[config.mk]
export PLATFORM = sky130hd
export DESIGN_NAME = issue_arb
export DESIGN_NICKNAME = d
export VERILOG_FILES = /design/src/rtl/issue_arb.sv
export SDC_FILE = /design/constraint.sdc
export NUM_CORES = 1
export LEC_CHECK = 0
export ABC_AREA = 1
export CORE_UTILIZATION = 37
export CTS_BUF_LIST = sky130_fd_sc_hd__clkbuf_16
export CTS_CLUSTER_SIZE = 40
export DETAILED_ROUTE_END_ITERATION = 8
export PLACE_DENSITY = 0.83
export SLEW_MARGIN = 20
export SYNTH_ARGS = -nofsm -noshare
export SYNTH_HDL_FRONTEND = slang
export SYNTH_SLANG_ARGS = --single-unit
[constraint.sdc]
create_clock -name clk -period 2.3 [get_ports clk]
set_clock_uncertainty 0.15 [all_clocks]
set_input_delay 0.345 -clock clk [delete_from_list [all_inputs] [get_ports clk]]
set_output_delay 0.345 -clock clk [all_outputs]
set_load 0.05 [all_outputs]
[src/rtl/issue_arb.sv]
// Round-robin issue arbiter with a one-entry output slot toward a functional unit.
// Optional per-requester grant and stall counters are enabled with ISSUE_ARB_PERF_EN.

package issue_arb_pkg;
  localparam int unsigned ROB_DEPTH = 16;
  localparam int unsigned ROB_TAG_W = $clog2(ROB_DEPTH);

  typedef struct packed {
    logic [ROB_TAG_W-1:0] rob_tag;
    logic [6:0]           opcode;
    logic [5:0]           pdst;
    logic [5:0]           psrc1;
    logic [5:0]           psrc2;
    logic [31:0]          imm;
  } rs_entry_t;
endpackage

module issue_arb
  import issue_arb_pkg::*;
#(
  parameter int unsigned N_REQ = 3,
  localparam int unsigned IDX_W = (N_REQ <= 2) ? 1 : $clog2(N_REQ)
) (
  input  logic                   clk,
  input  logic                   rst,
  input  logic                   flush_i,
  input  logic                   recover_i,
  input  logic [ROB_DEPTH-1:0]   live_tag_i,
  input  logic [N_REQ-1:0]       req_valid_i,
  input  rs_entry_t [N_REQ-1:0]  req_entry_i,
  output logic [N_REQ-1:0]       req_ready_o,
  output logic                   fu_valid_o,
  output rs_entry_t              fu_entry_o,
  output logic [IDX_W-1:0]       fu_src_o,
`ifdef ISSUE_ARB_PERF_EN
  output logic [N_REQ-1:0][31:0] perf_grant_o,
  output logic [31:0]            perf_stall_o,
`endif
  input  logic                   fu_ready_i
);

  typedef enum logic {
    S_EMPTY = 1'b0,
    S_FULL  = 1'b1
  } slot_state_e;

  slot_state_e      state_q, state_d;
  rs_entry_t        entry_q, entry_d;
  logic [IDX_W-1:0] src_q, src_d;
  logic [IDX_W-1:0] rr_q, rr_d;

  logic             full;
  logic             drain;
  logic             can_load;
  logic             found;
  logic             grant_en;
  logic [IDX_W-1:0] grant_idx;
  logic [N_REQ-1:0] grant_vec;

  assign full     = (state_q == S_FULL);
  assign drain    = full && fu_ready_i;
  assign can_load = !full || drain;

  // Two-pass circular search: indices at/above rr_q first, then the wrapped part.
  always_comb begin
    found     = 1'b0;
    grant_idx = '0;
    for (int unsigned i = 0; i < N_REQ; i++) begin
      if (!found && req_valid_i[i] && (IDX_W'(i) >= rr_q)) begin
        found     = 1'b1;
        grant_idx = IDX_W'(i);
      end
    end
    for (int unsigned i = 0; i < N_REQ; i++) begin
      if (!found && req_valid_i[i]) begin
        found     = 1'b1;
        grant_idx = IDX_W'(i);
      end
    end
  end

  assign grant_en = found && can_load && !flush_i && !recover_i;

  always_comb begin
    grant_vec = '0;
    for (int unsigned i = 0; i < N_REQ; i++) begin
      grant_vec[i] = grant_en && (IDX_W'(i) == grant_idx);
    end
  end

  // Reset only gates the visible grant; state flops are already held by the async reset.
  assign req_ready_o = grant_vec & {N_REQ{!rst}};

  always_comb begin
    state_d = state_q;
    entry_d = entry_q;
    src_d   = src_q;
    rr_d    = rr_q;
    if (flush_i) begin
      state_d = S_EMPTY;
      entry_d = '0;
      rr_d    = '0;
    end else if (recover_i) begin
      if (full && (!live_tag_i[entry_q.rob_tag] || fu_ready_i)) begin
        state_d = S_EMPTY;
        entry_d = '0;
      end
    end else if (grant_en) begin
      state_d = S_FULL;
      entry_d = req_entry_i[grant_idx];
      src_d   = grant_idx;
      rr_d    = (grant_idx == IDX_W'(N_REQ - 1)) ? '0 : grant_idx + 1'b1;
    end else if (drain) begin
      state_d = S_EMPTY;
      entry_d = '0;
    end
  end

  always_ff @(posedge clk or posedge rst) begin
    if (rst) begin
      state_q <= S_EMPTY;
      entry_q <= '0;
      src_q   <= '0;
      rr_q    <= '0;
    end else begin
      state_q <= state_d;
      entry_q <= entry_d;
      src_q   <= src_d;
      rr_q    <= rr_d;
    end
  end

  assign fu_valid_o = full;
  assign fu_entry_o = entry_q;
  assign fu_src_o   = src_q;

`ifdef ISSUE_ARB_PERF_EN
  logic [N_REQ-1:0][31:0] perf_grant_q, perf_grant_d;
  logic [31:0]            perf_stall_q, perf_stall_d;

  always_comb begin
    perf_grant_d = perf_grant_q;
    for (int unsigned i = 0; i < N_REQ; i++) begin
      if (grant_vec[i]) begin
        perf_grant_d[i] = perf_grant_q[i] + 32'd1;
      end
    end
    perf_stall_d = (full && !fu_ready_i) ? perf_stall_q + 32'd1 : perf_stall_q;
  end

  always_ff @(posedge clk or posedge rst) begin
    if (rst) begin
      perf_grant_q <= '0;
      perf_stall_q <= '0;
    end else begin
      perf_grant_q <= perf_grant_d;
      perf_stall_q <= perf_stall_d;
    end
  end

  assign perf_grant_o = perf_grant_q;
  assign perf_stall_o = perf_stall_q;
`endif

endmodule

Word-level counts from Yosys, hierarchy flattened
Index checks and enable logic that the tools add are counted.
- div/mod/pow operators: 0
- add/sub/neg operators: 1
- $lt $le $gt $ge: 5
- shifts and indexed selects: 0
- bitwise logic cells: 3
- reductions and logical operators: 34
- mux-type cells: 29
- equality and inequality tests: 5
- multiply operators: 0
- operator list (kind ; count):
    2-to-1 mux 61 bit ; 6
    binary-select mux 61 bit (select 2 bit) ; 1
    logical AND 1 bit ; 16
    2-to-1 mux 2 bit ; 8
    2-to-1 mux 1 bit ; 13
    logical NOT 1 bit ; 10
    < comparator 4 x 5 -> 1 bit (second input constant) ; 1
    binary-select mux 1 bit (select 4 bit) ; 1
    >= comparator 1 x 2 -> 1 bit (first input constant) ; 2
    AND reduction 2 bit ; 2
    nonzero test 4 bit ; 1
    bitwise AND 3 bit ; 1
    < comparator 2 x 3 -> 1 bit (second input constant) ; 1
    inequality test 3 x 2 -> 1 bit (second input constant) ; 1
    AND reduction 3 bit ; 1
    adder 2 x 1 -> 2 bit (second input constant) ; 1
    equality test 1 x 2 -> 1 bit (first input constant) ; 1
    equality test 2 bit (first input constant) ; 1
    equality test 2 bit (second input constant) ; 1
    >= comparator 2 bit (first input constant) ; 1
    logical NOT 2 bit ; 1
    logical OR 1 bit ; 2
    inequality test 2 bit (second input constant) ; 1
    NOT 1 bit ; 2
    nonzero test 2 bit ; 1
- memories kept: 0
- output and inout bits: 67
- memory bits (read-only): 0
- register bits after elaboration: 66
- input bits: 207
- RAM bits: 0
- bits in latches: 0

Depth between registers and ports, before layout
- depth in word-level cells: 26
- gate-level depth with buffers: 13
- mapped depth without buffers: 12

Least setup slack after synthesis
No wires, ideal clock.
- path type: register -> output
- start point: register rr_q[1]
- end point: output port req_ready_o[0]
- arrival: 2319 ps
- path slack: -514 ps
- path buffers: 1
- data required time: 1805 ps
- stages on the path, launching flop included: 11
- cell sequence: dfrtp_1 inv_2 nand2_1 nand2_1 inv_1 o21ai_1 nand2_2 nand2_2 buf_2 nand2_1 nor3_1
- word-level cells in the longest chain between the ends: 25
- elaborated cells on any way between the ends: 33
- ends and longest elaborated chain (what ; RTL line ; text):
    start, declared ; 50 ; logic [IDX_W-1:0] rr_q, rr_d;
    start signal, assigned ; 129 ; rr_q <= rr_d;
    >= comparator 1 x 2 -> 1 bit ; 69 ; if (!found && req_valid_i[i] && (IDX_W'(i) >= rr_q)) begin
    logical AND 1 bit ; 69 ;
    2-to-1 mux 1 bit ; 69 ;
    logical NOT 1 bit ; 69 ;
    logical AND 1 bit (2 in series) ; 69 ;
    2-to-1 mux 1 bit ; 69 ;
    logical NOT 1 bit ; 69 ;
    logical AND 1 bit (2 in series) ; 69 ;
    [5 not listed] ; - ;
    logical AND 1 bit ; 75 ; if (!found && req_valid_i[i]) begin
    2-to-1 mux 1 bit ; 75 ;
    logical NOT 1 bit ; 75 ;
    logical AND 1 bit ; 75 ;
    2-to-1 mux 1 bit ; 75 ;
    logical AND 1 bit (3 in series) ; 82 ; assign grant_en = found && can_load && !flush_i && !recover_i;
    logical AND 1 bit * ; 87 ; grant_vec[i] = grant_en && (IDX_W'(i) == grant_idx);
    bitwise AND 3 bit * ; 92 ; assign req_ready_o = grant_vec & {N_REQ{!rst}};
    end, declared ; 31 ; output logic [N_REQ-1:0] req_ready_o,
Mark *: on every way between the ends. The rest lies on a longest branch, timed or not.

Final worst setup path
Same ends and word-level chain as after synthesis.

==> qor.log <==
INFO  routing        initialDrtViolationCount=246
INFO  setup_path     critPathLaunchType=flip-flop
INFO  grt            grt_start_max_net_pins=57
INFO  floorplanning  floorplan.die.height=110um
INFO  logic_synthesis cell_area_synth=4310um2
INFO  logic_synthesis synthTopCellsByArea=sky130_fd_sc_hd__dfrtp_1, sky130_fd_sc_hd__nand2_1, sky130_fd_sc_hd__nand3_1
INFO  layout         nFillCells=1001
INFO  setup_path     critical-path-top-cell-by-count=sky130_fd_sc_hd__inv_2
INFO  power          ir_drop=0.399mV
INFO  run            maxCapViolCount=0
INFO  grt            first_global_vias=5104
INFO  place          hpwlAfterDp=11500um
INFO  setup_path     cp_cell_sequence=inv_2 -> nand2_2 -> nand4_1 -> buf_4 -> o31ai_4 -> inv_2 -> nand2_4 -> nor3_4 -> buf_12
INFO  place          finalWeightedCongestion=0.843
INFO  layout         fin_nets=1174
INFO  power          power.static_leakage=3.87nW
INFO  setup_path     worst_setup_path_end_kind=primary output
INFO  grt            grt_antenna_before_repair=1
INFO  logic_synthesis synthCells=699
INFO  layout         final_core_util=67.5%
INFO  cts            cts_buffers=9
INFO  place          pre_cts_setup_slack=0.00641ns
INFO  cts            ctsRootBufferMaster=sky130_fd_sc_hd__clkbuf_16
INFO  setup_path     timing.critical_path.fanout_max=4
INFO  layout         stdcell_area=7680um2
INFO  logic_synthesis ys_warn_count=0
INFO  cts            tritoncts_num_sinks=66
INFO  routing        drt_pass1_iterations=4
INFO  place          post_dp_cell_area=7340um2
INFO  routing        vias=5415
INFO  sta            worst-slew-pin-transition=0.549ns
INFO  grt            globalRoute.busiestLayer=met2
INFO  cts            cts_max_path_buffers=2
INFO  sta            timing.fmax=440MHz
INFO  floorplanning  rows=39
INFO  routing        route.final.wire_length=15800um
INFO  grt            globalRouteMet2Util=46.2%
INFO  sta            setup-violations-final=0
INFO  place          port_buffers=273
INFO  sta            rsz0062_at_grt=yes
INFO  setup_path     critical_path.slowest_cell=sky130_fd_sc_hd__dfrtp_1
INFO  setup_path     worstPathArrival=1.78ns
INFO  routing        wire_per_inst=14.2um
INFO  grt            grt_pass1_wl=24100um
INFO  layout         layout_commonest_cell=sky130_fd_sc_hd__nand2_1
INFO  logic_synthesis yosys.area.top_type=sky130_fd_sc_hd__dfrtp_1
INFO  layout         post_route_cells_drive_above_1_share=6.07%
INFO  grt            overall_routing_resource_usage=26.1%
INFO  cts            insertion_delay=0.32ns
INFO  routing        drt_drc_violations_left=0
INFO  power          finalPower=0.00454W
INFO  cts            clk_transition_reported_paths=0.05ns
INFO  routing        antenna_violating_nets_post_route=0
INFO  setup_path     critPathKind=flip-flop to primary output
INFO  sta            final-max-slew-violation-count=0
INFO  logic_synthesis synth-seq-cells=66
INFO  logic_synthesis synth_sequential_area_ratio=38.3%
INFO  floorplanning  starting_density_of_the_core=37.9%
INFO  logic_synthesis post_synth.cell_area_avg=6.16um2
INFO  floorplanning  die_area=12100um2
INFO  setup_path     cp.required=1.80ns
INFO  power          power_per_cell_area=592nW/um2
INFO  cts            cts_tree=done
INFO  worst_hold_path worst_hold_path_type=input pin to async pin
INFO  grt            use_met3=5.57%
INFO  setup_path     cpPeakStageDelay=0.40ns
INFO  layout         commonest_cells_after_routing_fill_and_taps_aside=sky130_fd_sc_hd__nand2_1, sky130_fd_sc_hd__clkdlybuf4s50_1, sky130_fd_sc_hd__nand3_1
INFO  sta            finalCriticalPeriod=2.27ns
INFO  logic_synthesis synth.net_count=906
INFO  grt            grt_overflow_total=0
INFO  floorplanning  floorplan.io_pins=274
INFO  status         status=complete, no violations
INFO  routing        post_drt_via_cell_ratio=4.85
INFO  floorplanning  core_area=11400um2
INFO  layout         layout-area-overhead-vs-synth=78.2%
INFO  logic_synthesis yosys.area.top_type_share=38.3%
INFO  sta            finalCritPeriodShare=98.8%
INFO  logic_synthesis number_of_library_cell_types_mapped_by_synthesis=18
INFO  sta            finalHoldViolations=0
INFO  sta            maxSlewHeadroom=63.3%
INFO  floorplanning  dieWidth=110um
INFO  grt            met1_usage=29.8%
INFO  cts            cts-htree-levels=3
INFO  sta            worst_slack=0.0273ns
## cell usage after synthesis, drive strengths merged
| cell type | number |
|---|---|
| and3 | 1 |
| buf | 37 |
| clkbuf | 7 |
| dfrtp | 66 |
| inv | 54 |
| nand2 | 360 |
| nand3 | 161 |
| nand4 | 2 |
| nor2 | 3 |
| nor3 | 2 |
| o21a | 1 |
| o21ai | 3 |
| o22ai | 1 |
| o31ai | 1 |
## path summary, 6_finish.rpt
kind,start,end,slack [ns],depth (start not counted)
setup / recovery,rr_q[1],req_ready_o[0],0.03,9
hold / removal,rst,fu_src_o[0],0.32,2
setup reg to reg,rr_q[1],fu_entry_o[29],0.33,12
hold reg to reg,fu_entry_o[32],fu_entry_o[32],0.32,2
max in group asynchronous,rst,fu_entry_o[51],1.11,3
min in group clk,fu_entry_o[32],fu_entry_o[32],0.32,2
## cell type report
class,instances,area (um2),area share [%]
Timing Repair Buffer,301,3060,39.8
Multi-Input combinational cell,535,2300,30.0
Sequential cell,66,1650,21.5
Clock buffer,9,225,2.93
Inverter,54,204,2.66
Tap cell,143,179,2.33
Clock inverter,7,53.8,0.701
Antenna cell,1,2.50,0.0326
## power breakdown
| part | leakage [nW] | internal [W] | switching [W] |
|---|---|---|---|
| logic | 2.83 | 0.000801 | 0.00108 |
| clock network | 0.148 | 0.000817 | 0.000481 |
| registers | 0.885 | 0.00128 | 0.0000790 |
## layer usage
| layer | part of all wire [%] | wire, um |
|---|---|---|
| met1 | 40 | 6390 |
| met2 | 50 | 7920 |
| met3 | 6.1 | 970 |
| met4 | 3.3 | 514 |
| met5 | 0 | 0 |
## kinds of logic (layout without fill, tap and decap cells)
| logic type | count (synthesis) | after routing | synth area share, % |
|---|---|---|---|
| AO/OA/AOI/OAI | 6 | 6 | 1.16 |
| AND/OR/NAND/NOR | 529 | 529 | 51.2 |
| buffers and inverters | 98 | 371 | 9.29 |
| other | 0 | 1 | 0 |
| flip-flops | 66 | 66 | 38.3 |
## registers in the layout, summed over array words and instances (netlist names)
signal and cells:
fu_entry_o 61, fu_src_o 2, rr_q 2, fu_valid_o 1
## stage by stage
stage,hold slack [ns],TNS [ns],instances
final,0.316,0,1116
after detailed placement,0.307,0,1095
after global routing,0.334,-0.0752,1115
after floorplan,0.377,-0.0120,699
after CTS,0.280,-0.00189,1111
after global placement,0.302,0,1095
## critical path, delay by kind of cell, from the launching register on
kind	cells	cell delay, ns
AOI/OAI and AO/OA	1	0.06
buffers and inverters	4	0.52
DFF	1	0.40
and+or+nand+nor	4	0.45
## what timing repair did
item,in CTS,in global routing
resized for setup,0,8
pin swaps,0,4
endpoints found under the setup margin,1,3
buffers inserted,0,4
endpoints found under the hold margin,0,0
hold buffers,0,0
Power figures use the tool's default switching activity.
